[src/rtl/vga_pixel_fetch.sv]
// vga_pixel_fetch: frame-buffer address generator with integer upscaling,
// realigning hs/vs/de with returned BRAM data. Option: VGA_PIXEL_FETCH_BORDER_EN.
module vga_pixel_fetch #(
   parameter int H_DISP     = 800,
   parameter int V_DISP     = 600,
   parameter int SCALE_LOG2 = 2,
   parameter int ADDR_W     = 15,
   parameter int DATA_W     = 12
) (
   input  logic              clk,
   input  logic              rstn,
   input  logic              hen,
   input  logic              ven,
   input  logic              hs,
   input  logic              vs,
   output logic [ADDR_W-1:0] raddr,
   input  logic [DATA_W-1:0] rdata,
   output logic [DATA_W-1:0] rgb,
   output logic              hs_o,
   output logic              vs_o,
   output logic              de_o
);

   localparam int PX_W = $clog2(H_DISP);
   localparam int PY_W = $clog2(V_DISP);
   localparam int S_W  = SCALE_LOG2;

   localparam logic [ADDR_W-1:0] IW      = ADDR_W'(H_DISP >> SCALE_LOG2);
   localparam logic [PX_W-1:0]   PX_LAST = PX_W'(H_DISP - 1);
   localparam logic [PY_W-1:0]   PY_LAST = PY_W'(V_DISP - 1);
   localparam logic [S_W-1:0]    S_MAX   = {S_W{1'b1}};

   logic              active;
   logic              line_end;

   logic [PX_W-1:0]   px_q, px_d;
   logic [PY_W-1:0]   py_q, py_d;
   logic [S_W-1:0]    sx_q, sx_d;
   logic [S_W-1:0]    sy_q, sy_d;
   logic [ADDR_W-1:0] col_q, col_d;
   logic [ADDR_W-1:0] row_base_q, row_base_d;
   logic [ADDR_W-1:0] raddr_q, raddr_d;
   logic              hen_q;
   logic [2:0]        de_pipe_q;
   logic [2:0]        hs_pipe_q;
   logic [2:0]        vs_pipe_q;
   logic [DATA_W-1:0] rgb_q, rgb_d;
`ifdef VGA_PIXEL_FETCH_BORDER_EN
   logic              bor_d;
   logic [1:0]        bor_q;
`endif

   assign active = hen & ven;

   // Full line, or hen dropping early; px==0 means the line already ended.
   assign line_end = (active && (px_q == PX_LAST)) ||
                     (hen_q && !hen && ven && (px_q != '0));

   // Raster counters and fetch address; vs overrides everything.
   always_comb begin
      px_d       = px_q;
      py_d       = py_q;
      sx_d       = sx_q;
      sy_d       = sy_q;
      col_d      = col_q;
      row_base_d = row_base_q;
      raddr_d    = raddr_q;
      if (vs) begin
         px_d       = '0;
         py_d       = '0;
         sx_d       = '0;
         sy_d       = '0;
         col_d      = '0;
         row_base_d = '0;
      end else begin
         if (active) begin
            raddr_d = row_base_q + col_q;
            px_d    = px_q + PX_W'(1);
            sx_d    = sx_q + S_W'(1);
            if (sx_q == S_MAX) begin
               col_d = col_q + ADDR_W'(1);
            end
         end
         if (line_end) begin
            px_d  = '0;
            sx_d  = '0;
            col_d = '0;
            py_d  = (py_q == PY_LAST) ? '0 : py_q + PY_W'(1);
            sy_d  = sy_q + S_W'(1);
            if (sy_q == S_MAX) begin
               row_base_d = row_base_q + IW;
            end
         end
      end
   end

`ifdef VGA_PIXEL_FETCH_BORDER_EN
   // Border flag for the pixel being fetched this cycle.
   always_comb begin
      bor_d = (px_q == '0) || (px_q == PX_LAST) ||
              (py_q == '0) || (py_q == PY_LAST);
   end

   // Pixel output: border white, memory data, or black when blanked.
   always_comb begin
      rgb_d = '0;
      if (de_pipe_q[1]) begin
         rgb_d = bor_q[1] ? '1 : rdata;
      end
   end
`else
   // Pixel output: memory data, or black when blanked.
   always_comb begin
      rgb_d = '0;
      if (de_pipe_q[1]) begin
         rgb_d = rdata;
      end
   end
`endif

   // State registers and 3-stage sync/enable delay lines.
   always_ff @(posedge clk) begin
      if (!rstn) begin
         px_q       <= '0;
         py_q       <= '0;
         sx_q       <= '0;
         sy_q       <= '0;
         col_q      <= '0;
         row_base_q <= '0;
         raddr_q    <= '0;
         hen_q      <= 1'b0;
         de_pipe_q  <= '0;
         hs_pipe_q  <= '0;
         vs_pipe_q  <= '0;
         rgb_q      <= '0;
`ifdef VGA_PIXEL_FETCH_BORDER_EN
         bor_q      <= '0;
`endif
      end else begin
         px_q       <= px_d;
         py_q       <= py_d;
         sx_q       <= sx_d;
         sy_q       <= sy_d;
         col_q      <= col_d;
         row_base_q <= row_base_d;
         raddr_q    <= raddr_d;
         hen_q      <= hen;
         de_pipe_q  <= {de_pipe_q[1:0], active};
         hs_pipe_q  <= {hs_pipe_q[1:0], hs};
         vs_pipe_q  <= {vs_pipe_q[1:0], vs};
         rgb_q      <= rgb_d;
`ifdef VGA_PIXEL_FETCH_BORDER_EN
         bor_q      <= {bor_q[0], bor_d};
`endif
      end
   end

   assign raddr = raddr_q;
   assign rgb   = rgb_q;
   assign hs_o  = hs_pipe_q[2];
   assign vs_o  = vs_pipe_q[2];
   assign de_o  = de_pipe_q[2];

endmodule

[config.mk]
export PLATFORM = sky130hd
export DESIGN_NAME = vga_pixel_fetch
export DESIGN_NICKNAME = d
export VERILOG_FILES = /design/src/rtl/vga_pixel_fetch.sv
export SDC_FILE = /design/constraint.sdc
export NUM_CORES = 1
export LEC_CHECK = 0
export CAP_MARGIN = 5
export CORE_AREA = 2 2 84 86
export DETAILED_ROUTE_END_ITERATION = 8
export DIE_AREA = 0 0 86 88
export PLACE_DENSITY = 0.79
export SLEW_MARGIN = 0
export SYNTH_ARGS = -nofsm -noshare
export SYNTH_HDL_FRONTEND = slang
export SYNTH_SLANG_ARGS = --single-unit
[constraint.sdc]
create_clock -name clk -period 2.45 [get_ports clk]
set_input_delay 0.49 -clock clk [delete_from_list [all_inputs] [get_ports clk]]
set_output_delay 0.49 -clock clk [all_outputs]
set_load 0.02 [all_outputs]
==> metrics.md <==
| Metric | Value |
|---|---|
| Result of the run | `finished, final reports clean` |
| Floorplan die height | `88 um` |
| Most common flop cell mapped by yosys | `sky130_fd_sc_hd__dfxtp_1` |
| Largest net degree at the start of global routing | `28` |
| Post-synthesis share of cell area spent on xor and xnor gates | `9.58%` |
| First-pass GRT wire length | `11,900 um` |
| Timing-limited maximum frequency | `443 MHz` |
| Post-layout nets | `480` |
| Number of enable-type register cells in the synthesized netlist | `0` |
| Pre-Repair DR Iteration Count | `4` |
| Number of synthesized register bits | `78` |
| Top fanout value on the critical path | `4` |
| Post-CTS sizing | `0` |
| Total global routing track utilization | `19.8%` |
| Required arrival time at the worst endpoint | `2.68 ns` |
| Violation count after the first detailed-route iteration | `136` |
| Power per cell area | `540 nW/um^2` |
| Initial antenna violation count | `0` |
| Final Non-Filler Cells | `529` |
| Count of final max-slew check failures | `0` |
| Depth of the CTS H-tree | `3` |
| Register-to-Register Setup Slack | `0.19 ns` |
| Final design utilization | `64.1%` |
| Top-level port count | `48` |
| Commonest cells after routing, fill and taps aside | `78 x sky130_fd_sc_hd__dfxtp_1, 47 x sky130_fd_sc_hd__clkdlybuf4s50_1, 46 x sky130_fd_sc_hd__nor2_1, 38 x sky130_fd_sc_hd__nand2_1, 27 x sky130_fd_sc_hd__xor2_1` |
| Total setup violations reported at the end of the flow | `0` |
| Inserted Diodes | `0` |
| Setup repair bufs after CTS | `0` |
| Number of placed cells counting well taps | `513` |
| Clock transition at the registers of the reported paths | `0.08 ns` |
| Number of clock sinks seen by CTS | `78` |
| Share of synthesized cell area in full adder, half adder and majority cells | `6.70%` |
| Proportion of synthesized chip area in sequential cells | `45.0%` |
| Maximum resistive drop on vdd | `0.260 mV` |
| Count of hold-fix buffers inserted at cts | `0` |
| Die width | `86 um` |
| Synth Warn # | `0` |
| Total vias in the final route | `2,846` |
| Row Count | `30` |
| Commonest non-fill, non-tap cell in the layout | `sky130_fd_sc_hd__dfxtp_1` |
| Total Die Area | `7570 um^2` |
| Vias in the first global route | `2,727` |
| Transition at the pin with the smallest max-transition slack | `0.384 ns` |
| Leading cell types by total area after synthesis | `sky130_fd_sc_hd__dfxtp_1 45%, sky130_fd_sc_hd__xor2_1 6.8%, sky130_fd_sc_hd__ha_1 6.1%, sky130_fd_sc_hd__nor2_1 5.0%, sky130_fd_sc_hd__nand2_1 4.1%` |
| Clock network latency to the later pin of the worst-skew pair | `0.35 ns` |
| Compound-Gate Fraction of Synth Area | `12.5%` |
| Slew Limit Headroom | `74.4%` |
| Type of element launching the critical path | `flip-flop` |
| Simple-gate portion of the synthesized area | `22.3%` |
| Proportion of synthesized flip-flops having asynchronous set or reset | `0%` |
| Unrepaired setup endpoints after global routing | `no` |
| Number of DRC violations after detailed routing | `0` |
| Mean area per synthesized cell | `8.91 um^2` |
| Clock buffer depth | `2` |
| Core area | `6640 um^2` |
| Leakage | `0.00166 uW` |
| Endpoint class of the critical path | `flip-flop` |
| CTS tree | `built` |
| Starting density of the core | `52.3%` |
| Vias per cell | `5.38` |
| Number of routed nets with antenna violations | `0` |
| Final weighted congestion of routability-driven global placement | `0.848` |
| Final wirelength | `7000 um` |
| Portion of netlist area occupied by mux cells | `0.901%` |
| Grt ovf | `0` |
| Master cell of the clock root buffer | `sky130_fd_sc_hd__clkbuf_8` |
| Synth Net Count | `426` |
| Reported max-cap violation count | `0` |
| Area growth from synthesis to layout | `22.6%` |
| Area share of the largest cell type after synthesis | `45.0%` |
| Post-Route Skew | `0.00906 ns` |
| Fin. Hold Viols | `0` |
| Post-synth top area cell | `sky130_fd_sc_hd__dfxtp_1` |
| Avg WL per Cell | `13.2 um` |
| Synthesized netlist cell count | `390` |
| Number of buffer cells added on primary ports | `47` |
| Share of post-route cells with drive strength above 1 | `7.13%` |
| Count of cell types in the netlist | `46` |
| Post-route fraction of the period consumed by the critical path | `92.1%` |
| Clock buffers created by TritonCTS | `9` |
| Largest family of logic cells by synthesized area | `simple AND/OR/NAND/NOR gates` |
| Data arrival at the endpoint of the critical path | `2.49 ns` |
| Crit path kind | `reg2reg` |
| Setup TNS | `0 ns` |
| Final period demand of the worst path | `2.26 ns` |
| Cell area after synthesis | `3470 um^2` |
| Min-delay worst type | `reg2reg` |
| Estimated wirelength of the detail-placed design | `5230 um` |
-- sequential cells by signal, summed over array words and instances, names as in the netlist --
| signal | cells |
|---|---|
| row_base_q | 12 |
| sy_q | 2 |
| col_q | 15 |
| vs_pipe_q | 3 |
| px_q | 10 |
| raddr | 15 |
| hs_pipe_q | 3 |
| sx_q | 2 |
| rgb | 12 |
| hen_q | 1 |
| de_pipe_q | 3 |
-- per-layer routing --
layer  wire (um)  track usage [%]  share of wire (%)
met1        3140             22.1                 45
met2        3390             36.0                 48
met3         325             5.09                4.6
met4         141             7.94                2.0
met5           0                0                  0
-- power breakdown --
part	total (uW)	leakage, uW	internal, uW	switching, uW
combinational	99.0	0.000930	50.1	48.9
sequential	1280	0.000630	1280	4.97
clock	916	0.000100	432	484
total	2300	0.00166	1760	537
-- cell usage after synthesis (5+ instances only) --
cell	number
sky130_fd_sc_hd__ha_1	17
sky130_fd_sc_hd__clkbuf_1	10
sky130_fd_sc_hd__nand3_1	14
sky130_fd_sc_hd__and2_1	12
sky130_fd_sc_hd__xnor2_1	11
sky130_fd_sc_hd__nor2_1	46
sky130_fd_sc_hd__o211ai_1	10
sky130_fd_sc_hd__nor3_1	8
sky130_fd_sc_hd__a21o_1	5
sky130_fd_sc_hd__inv_1	9
sky130_fd_sc_hd__and3_1	14
sky130_fd_sc_hd__xor2_1	27
sky130_fd_sc_hd__nand2_1	38
sky130_fd_sc_hd__a211oi_1	6
sky130_fd_sc_hd__o21ai_0	12
sky130_fd_sc_hd__a21oi_1	24
sky130_fd_sc_hd__dfxtp_1	78
sky130_fd_sc_hd__nand4_1	7
sky130_fd_sc_hd__or3_1	6
-- logic make-up (layout without fill, tap and decap cells) --
family                     after synthesis  count (layout)
adders and majority gates               18              18
and+or+nand+nor                        159             159
DFF                                     78              78
muxes                                    3               3
buffers and inverters                   26              85
xor gates and xnor gates                38              38
AOI/OAI and AO/OA                       68              68
-- through the flow --
step | worst slack, ns | total power (uW) | hold WS [ns] | area, um^2
6_report | 0.194 | 2300 | 0.437 | 4260
5_1_grt | 0.0764 | 2380 | 0.457 | 4260
4_1_cts | 0.194 | 2320 | 0.443 | 4260
3_5_place_dp | 0.0859 | 1410 | 0.423 | 4070
3_3_place_gp | 0.121 | 1410 | 0.414 | 4070
2_1_floorplan | 0.371 | 1360 | 0.412 | 3470
-- worst max-delay path, stage by stage, from the launching register on --
cell,delay (ns)
sky130_fd_sc_hd__dfxtp_1,0.38
sky130_fd_sc_hd__ha_1,0.26
sky130_fd_sc_hd__fa_1,0.43
sky130_fd_sc_hd__a211oi_1,0.34
sky130_fd_sc_hd__o211ai_1,0.19
sky130_fd_sc_hd__a41oi_1,0.28
sky130_fd_sc_hd__xor2_1,0.16
sky130_fd_sc_hd__o21ai_0,0.09
-- area by class of cell --
type / count / area (um^2)
tap: 80 / 100
clock buffer: 11 / 151
clock inverter: 5 / 40.0
sequential: 78 / 1560
inverter: 9 / 33.8
timing repair buffer: 60 / 568
multi-input combinational: 286 / 1800
fill: 552 / 2390
-- final timing paths --
check / from / endpoint / cells after the start
worst max-delay path: col_q[3] / raddr[13] / 7
worst max register to register: col_q[3] / raddr[13] / 7
worst min register to register: hs_pipe_q[1] / hs_pipe_q[2] / 1
worst min-delay path: hs_pipe_q[1] / hs_pipe_q[2] / 1
(Power assumes the default switching activity.)
